File: config.mk
export PLATFORM = sky130hd
export DESIGN_NAME = dac5571_wave_seq_flat
export DESIGN_NICKNAME = d
export VERILOG_FILES = /design/src/rtl/dac5571_wave_seq_pkg.sv /design/src/rtl/dac5571_wave_seq_if.sv /design/src/rtl/dac5571_wave_seq_tick_gen.sv /design/src/rtl/dac5571_wave_seq.sv /design/src/flat_wrapper.sv
export SDC_FILE = /design/constraint.sdc
export NUM_CORES = 1
export LEC_CHECK = 0
export ABC_AREA = 1
export CAP_MARGIN = 20
export CELL_PAD_IN_SITES_DETAIL_PLACEMENT = 2
export CELL_PAD_IN_SITES_GLOBAL_PLACEMENT = 2
export CORE_MARGIN = 2
export CORE_UTILIZATION = 24
export DETAILED_ROUTE_END_ITERATION = 8
export GPL_ROUTABILITY_DRIVEN = 0
export PLACE_DENSITY_LB_ADDON = 0.1
export SYNTH_ARGS = -nofsm -noshare
export SYNTH_HDL_FRONTEND = slang
export SYNTH_SLANG_ARGS = --single-unit
export TNS_END_PERCENT = 10
File: constraint.sdc
create_clock -name sclk -period 4.7 [get_ports sclk]
set_input_delay 0.94 -clock sclk [delete_from_list [all_inputs] [get_ports sclk]]
set_output_delay 0.94 -clock sclk [all_outputs]
set_load 0.01 [all_outputs]
File: src/rtl/dac5571_wave_seq_pkg.sv
// Shared definitions for the DAC5571 sample sequencer: waveform codes, FSM states, tick divider helper.
package dac5571_wave_seq_pkg;

  localparam int VOL_W = 8;

  localparam logic [1:0] WAVE_DC  = 2'd0;
  localparam logic [1:0] WAVE_SAW = 2'd1;
  localparam logic [1:0] WAVE_TRI = 2'd2;
  localparam logic [1:0] WAVE_SQR = 2'd3;

  typedef enum logic [1:0] {
    ST_IDLE = 2'd0,
    ST_CALC = 2'd1,
    ST_TRIG = 2'd2,
    ST_WAIT = 2'd3
  } seq_state_e;

  function automatic int tick_div(input int clk_hz, input int rate_hz);
    return clk_hz / rate_hz;
  endfunction

endpackage

File: src/rtl/dac5571_wave_seq_if.sv
// Write handshake between the sequencer (master) and the DAC5571 voltage-set stage (slave).
// set_trig is a 1-cycle request; vol is held stable from set_trig until the 1-cycle set_done pulse.
interface dac5571_wave_seq_if
  import dac5571_wave_seq_pkg::*;
();
  logic [VOL_W-1:0] vol;
  logic             set_trig;
  logic             set_done;

  modport master (output vol, output set_trig, input set_done);
  modport slave  (input vol, input set_trig, output set_done);
endinterface

File: src/rtl/dac5571_wave_seq_tick_gen.sv
// Free-running divider: one-cycle tick every DIV clocks, counting whenever reset is low.
module dac_tick_gen #(
  parameter int DIV = 50_000
) (
  input  logic clk,
  input  logic rst,
  output logic tick
);
  localparam int W = (DIV > 1) ? $clog2(DIV) : 1;
  localparam logic [W-1:0] LAST = W'(DIV - 1);

  logic [W-1:0] cnt;

  always_ff @(posedge clk or posedge rst) begin
    if (rst) cnt <= '0;
    else if (cnt == LAST) cnt <= '0;
    else cnt <= cnt + 1'b1;
  end

  assign tick = (cnt == LAST);
endmodule

File: src/rtl/dac5571_wave_seq.sv
// Sample sequencer feeding the DAC5571 voltage-set stage with DC/saw/triangle/square codes.
// Define DAC_WATCHDOG_EN to build the set_done watchdog (TIMEOUT_CYC) and its sticky err flag.
module dac5571_wave_seq
  import dac5571_wave_seq_pkg::*;
#(
  parameter int SYS_CLK_FREQ = 50_000_000,
  parameter int UPDATE_RATE  = 1_000
`ifdef DAC_WATCHDOG_EN
  ,
  parameter int TIMEOUT_CYC  = 500_000
`endif
) (
  input  logic               sclk,
  input  logic               rst,
  input  logic               en,
  input  logic [1:0]         wave_sel,
  input  logic [VOL_W-1:0]   amp_lo,
  input  logic [VOL_W-1:0]   amp_hi,
  input  logic [VOL_W-1:0]   step,
  dac5571_wave_seq_if.master dac,
  output logic               busy,
  output logic               overrun,
  output logic               err,
  output seq_state_e         state_dbg
);
  localparam int TICK_DIV = tick_div(SYS_CLK_FREQ, UPDATE_RATE);

  logic             tick;
  logic             timeout;
  seq_state_e       state, state_n;
  logic [VOL_W-1:0] acc, acc_n;
  logic             dir_dn, dir_dn_n;
  logic             sq_ph, sq_ph_n;
  logic [1:0]       prev_sel;
  logic [8:0]       lo9, hi9, st9, cur9, sum9, dif9;

  dac_tick_gen #(.DIV(TICK_DIV)) u_tick (
    .clk  (sclk),
    .rst  (rst),
    .tick (tick)
  );

  always_ff @(posedge sclk or posedge rst) begin
    if (rst) state <= ST_IDLE;
    else     state <= state_n;
  end

  always_comb begin
    state_n = state;
    case (state)
      ST_IDLE: if (tick && en) state_n = ST_CALC;
      ST_CALC: state_n = ST_TRIG;
      ST_TRIG: state_n = ST_WAIT;
      ST_WAIT: if (dac.set_done || timeout) state_n = ST_IDLE;
      default: state_n = ST_IDLE;
    endcase
  end

  // Next sample in 9 bits so sums and lo+step never wrap silently.
  always_comb begin
    lo9      = {1'b0, amp_lo};
    hi9      = {1'b0, amp_hi};
    st9      = {1'b0, step};
    cur9     = {1'b0, acc};
    if (cur9 < lo9)      cur9 = lo9;
    else if (cur9 > hi9) cur9 = hi9;
    sum9     = cur9 + st9;
    dif9     = cur9 - st9;
    acc_n    = amp_lo;
    dir_dn_n = dir_dn;
    sq_ph_n  = sq_ph;
    if (wave_sel != prev_sel) begin
      dir_dn_n = 1'b0;
      sq_ph_n  = 1'b0;
    end else begin
      case (wave_sel)
        WAVE_DC:  acc_n = amp_lo;
        // sum9 > hi9 also covers a carry into bit 8, since hi9 never exceeds 8'hFF.
        WAVE_SAW: acc_n = (sum9 > hi9) ? amp_lo : sum9[7:0];
        WAVE_TRI: begin
          if (!dir_dn) begin
            if (sum9 >= hi9) begin
              acc_n    = amp_hi;
              dir_dn_n = 1'b1;
            end else acc_n = sum9[7:0];
          end else begin
            // Turn around on arrival at amp_lo so the bottom code is not repeated.
            if (cur9 <= lo9 + st9) begin
              acc_n    = amp_lo;
              dir_dn_n = 1'b0;
            end else acc_n = dif9[7:0];
          end
        end
        WAVE_SQR: begin
          sq_ph_n = ~sq_ph;
          acc_n   = sq_ph_n ? amp_hi : amp_lo;
        end
        default:  acc_n = amp_lo;
      endcase
    end
    if (amp_lo >= amp_hi) acc_n = amp_lo;
  end

  always_ff @(posedge sclk or posedge rst) begin
    if (rst) begin
      acc      <= '0;
      dir_dn   <= 1'b0;
      sq_ph    <= 1'b0;
      prev_sel <= WAVE_DC;
      overrun  <= 1'b0;
    end else begin
      if (state == ST_CALC) begin
        acc      <= acc_n;
        dir_dn   <= dir_dn_n;
        sq_ph    <= sq_ph_n;
        prev_sel <= wave_sel;
      end
      if (tick && (state == ST_TRIG || state == ST_WAIT)) overrun <= 1'b1;
    end
  end

`ifdef DAC_WATCHDOG_EN
  localparam int WD_W = (TIMEOUT_CYC > 1) ? $clog2(TIMEOUT_CYC) : 1;
  logic [WD_W-1:0] wd_cnt;

  always_ff @(posedge sclk or posedge rst) begin
    if (rst) begin
      wd_cnt <= '0;
      err    <= 1'b0;
    end else begin
      if (state != ST_WAIT) wd_cnt <= '0;
      else                  wd_cnt <= wd_cnt + 1'b1;
      if (timeout) err <= 1'b1;
    end
  end

  assign timeout = (state == ST_WAIT) && !dac.set_done && (wd_cnt == WD_W'(TIMEOUT_CYC - 1));
`else
  assign timeout = 1'b0;
  assign err     = 1'b0;
`endif

  assign dac.vol      = acc;
  assign dac.set_trig = (state == ST_TRIG);
  assign busy         = (state == ST_TRIG) || (state == ST_WAIT);
  assign state_dbg    = state;
endmodule
File: src/flat_wrapper.sv
// flat-port wrapper written by rule: the top's interface ports become plain ports
module dac5571_wave_seq_flat import dac5571_wave_seq_pkg::*;
#(
  parameter int SYS_CLK_FREQ = 50_000_000,
  parameter int UPDATE_RATE  = 1_000

)
  (sclk, rst, en, wave_sel, amp_lo, amp_hi, step, busy, overrun, err, state_dbg, dac_vol, dac_set_trig, dac_set_done);
  dac5571_wave_seq_if dac_i ();
  input  logic sclk;
  input  logic rst;
  input  logic en;
  input  logic [1:0] wave_sel;
  input  logic [VOL_W-1:0] amp_lo;
  input  logic [VOL_W-1:0] amp_hi;
  input  logic [VOL_W-1:0] step;
  output logic busy;
  output logic overrun;
  output logic err;
  output seq_state_e state_dbg;
  output wire logic [$bits(dac_i.vol)-1:0] dac_vol;
  output wire logic [$bits(dac_i.set_trig)-1:0] dac_set_trig;
  input wire logic [$bits(dac_i.set_done)-1:0] dac_set_done;
  assign dac_vol = dac_i.vol;
  assign dac_set_trig = dac_i.set_trig;
  assign dac_i.set_done = dac_set_done;
  dac5571_wave_seq #(.SYS_CLK_FREQ(SYS_CLK_FREQ), .UPDATE_RATE(UPDATE_RATE)) u_core (.sclk(sclk), .rst(rst), .en(en), .wave_sel(wave_sel), .amp_lo(amp_lo), .amp_hi(amp_hi), .step(step), .dac(dac_i), .busy(busy), .overrun(overrun), .err(err), .state_dbg(state_dbg));
endmodule
==> summary.txt <==
Finish
  • Nets: approximately 1000
  • Layout area overhead: 63.8%
  • Final Cell Area: 7400 um^2
  • Ratio of cells with drive above 1 in the final layout: 37.4%
  • Diode count: 0
  • Fin cells: 1124
  • # fillers: approximately 2200
  • Post-Route Utilization: approximately 40%

Logic synthesis
  • Synth Area in Compound Gates: 13.5%
  • Top cells by area, synth: ha_1 19%, dfrtp_1 17%, nand2_1 15%
  • Yosys top cell by area: ha_1
  • Synthesis Warnings: 0
  • Simple logic cell fraction of the synthesized area: between 30% and 40%
  • Top_reg_cell synth: dfrtp_1
  • Count leader, synth: nand2_1
  • Cells after Synth: 698
  • Sequential share of the synthesized area: 17.2%
  • Mapped cell area: 4520 um^2
  • Synth Area in XOR/XNOR: 3.10%
  • Synthesized area per cell: 6.47 um^2
  • Main combinational cell family by area after synthesis: simple AND/OR/NAND/NOR gates
  • Adder-Cell Fraction of Synth Area: 20.7%
  • Synth Net Count: 801
  • Asr flop ratio synth: 100%
  • Flops & latches, synth: 31
  • EDFF count, synth: 0
  • Post-synth top area share: 19.4%
  • Netlist cell types: 46
  • Post-synthesis mux area share: 0%
  • Most instantiated cells after synthesis: 186 x nand2_1, 93 x inv_1, 70 x ha_1, 70 x nor2_1, 54 x a21oi_1

Job
  • Max-cap viol count: 0

Drt
  • DR vias/cell: 4.94
  • Final WL: 23.6 mm
  • Router iterations before antenna repair: 5
  • Drt drc: 0
  • Initial DRC Count: 188
  • Number of vias in the routed layout: 5552
  • Wire per inst: 21.0 um
  • Post-route ant nets: 0

Placed design
  • Placed instance count: 1067
  • HPWL Detailed: 18.2 mm
  • Pre-CTS WS: -1.36 ns
  • Port Buffers: 42
  • Dpl cell area: 6000 um^2

Global route
  • Vias in the first global route: about 6400
  • First-pass GRT wire length: 35.9 mm
  • Largest net degree at the start of global routing: 30
  • Met3 Usage GRT: under 10%
  • Met2 Use GR: 42.4%
  • Gr ovfl total: 0
  • Met1 Resource Use GR: between 20% and 30%
  • Antenna violations before repair: 0
  • Total GRT Usage: 23.5%
  • Most Crowded Layer GR: met2

CTS
  • Worst-Skew Late Latency: 0.28 ns
  • TritonCTS buffer count: 5
  • Clock Pin Slew Worst Setup and Hold Paths: ~0.05 ns
  • H-Tree Depth: 2
  • Hold_buf cts: 0
  • CTS tree: yes
  • CTS sink cnt: 31
  • CTS root buffer: clkbuf_16
  • CTS max path bufs: 2

Worst setup path
  • Slowest stage delay, CP: around 0.4 ns
  • CP endpoint kind: flop
  • Crit path arrival time: around 5.1 ns
  • Cell repeated most along the worst path: nand2_1
  • Startpoint Class: primary input
  • Reg2Reg Launch Point: u_core.dac.vol[0]$_DFFE_PP0P_
  • Reg-to-reg endpoint: u_core.dac.vol[4]$_DFFE_PP0P_
  • CP max FO: 7
  • FF-to-FF setup slack: -0.03 ns
  • Worst EP required: roughly 5 ns
  • Type of the worst setup path: in -> reg
  • CP max-delay cell: fa_2
  • R2R cell count: 37

Timing
  • Slew margin rel.: 35.9%
  • Fmax: approximately 0.20 GHz
  • Worst setup margin: -0.229 ns
  • Final setup viols: 9
  • TNS Setup: -1.54 ns
  • Hold slack: 0.463 ns
  • Period minus WS final: a little under 5 ns
  • Slew Viols, Final: 0
  • Worst Skew: roughly 0.0020 ns
  • Tightest Pin Transition: 0.958 ns
  • Hold Fails Final Rpt: 0
  • RSZ-0062 raised after global routing: true
  • Final Cycle Share: 105%

Floorplan
  • Horiz. Die Dim: ~140 um
  • # rows: 50
  • Die Y: 141 um
  • Die area: 19900 um^2
  • Initial Util: 24.3%
  • Top Ports: 44
  • Core Region: 18600 um^2

Power and ir drop
  • Total power: 6.22 mW
  • Pwr per Cell Area: between 800 and 900 nW/um^2
  • Maximum VDD drop: 0.000311 V
  • P_leak: approximately 3.7 nW

Hold path
  • Worst Hold Class: reg -> reg
  • Min-Delay Path Depth: 1
  • Hold EP: u_core.u_tick.cnt[0]$_DFF_PP0_
  • Hold Path Origin: u_core.u_tick.cnt[0]$_DFF_PP0_

Run status
  • Violated checks: setup timing
  • Outcome: finished, violations left
## sequential cells by signal, summed over array words and instances, names as in the netlist
signal,count
u_core.prev_sel,2
u_core.u_tick.cnt,16
u_core.overrun,1
u_core.state_dbg,2
u_core.dac.vol,8
u_core.dir_dn,1
u_core.sq_ph,1
## critical path, delay by kind of cell
family	cells	cell delay, ns
AO/OA/AOI/OAI	3	0.48
XOR/XNOR	1	0.20
adder cells (fa/ha/maj)	3	0.98
buffers and inverters	7	0.74
AND/OR/NAND/NOR	22	1.74
## report_power, final
group          switching [mW]  leakage, nW  internal [mW]
combinational            2.86         3.19           2.53
clock                   0.123       0.0911          0.304
sequential             0.0757        0.395          0.328
total                    3.06         3.68           3.16
## worst max path at each step
stage	start	to	cells past startpoint
2_1_floorplan	amp_hi[7]	u_core.dac.vol[1]$_DFFE_PP0P_	34
3_3_place_gp	amp_hi[7]	u_core.dac.vol[6]$_DFFE_PP0P_	29
3_5_place_dp	amp_hi[7]	u_core.dac.vol[7]$_DFFE_PP0P_	32
5_1_grt	amp_hi[5]	u_core.dac.vol[4]$_DFFE_PP0P_	36
6_report	amp_hi[5]	u_core.dac.vol[4]$_DFFE_PP0P_	36
4_1_cts	amp_hi[6]	u_core.dac.vol[6]$_DFFE_PP0P_	35
## routing by layer
metal,part of all wire (%),vias up,wire length (um)
met3,3.5,39,836
met4,2.7,0,646
met2,51,99,12000
met1,43,2756,10100
li1,-,2658,-
met5,0,-,0
## cells in the final DEF (no fill, tap or decap), types with 20 or more instances in the layout
cell and instances:
buf_4 135, dfrtp_1 31, nand4_1 24, ha_1 46, nor2_1 55, ha_4 21
nand3_1 32, clkdlybuf4s50_1 26, a21oi_1 44, nand2_1 155, nand2_2 27, inv_1 72
inv_2 20
## repair_timing
action | in CTS | in global routing
cloned | 4 | 0
hold endpoints to repair | 0 | 0
setup buffers | 32 | 14
resized for setup | 157 | 76
endpoints found under the setup margin | 9 | 9
pin swaps | 53 | 61
## cells by family (layout without fill, tap and decap cells)
group,after synthesis,after routing
AO/OA/AOI/OAI,108,108
XOR/XNOR,16,16
AND/OR/NAND/NOR,352,354
other,1,1
adder cells (fa/ha/maj),73,73
flip-flops,31,31
buffers and inverters,117,307
## area by class of cell
cell class	instances	area, um^2	area share [%]
multi-input cells	552	4030	54.4
repair buffers	195	1700	23.0
flip-flops and latches	31	776	10.5
inverters	104	415	5.61
well taps	234	293	3.96
clock buffers	6	129	1.74
clock inverters	2	60.1	0.812
Note: power is estimated with default switching activity, not from simulation.
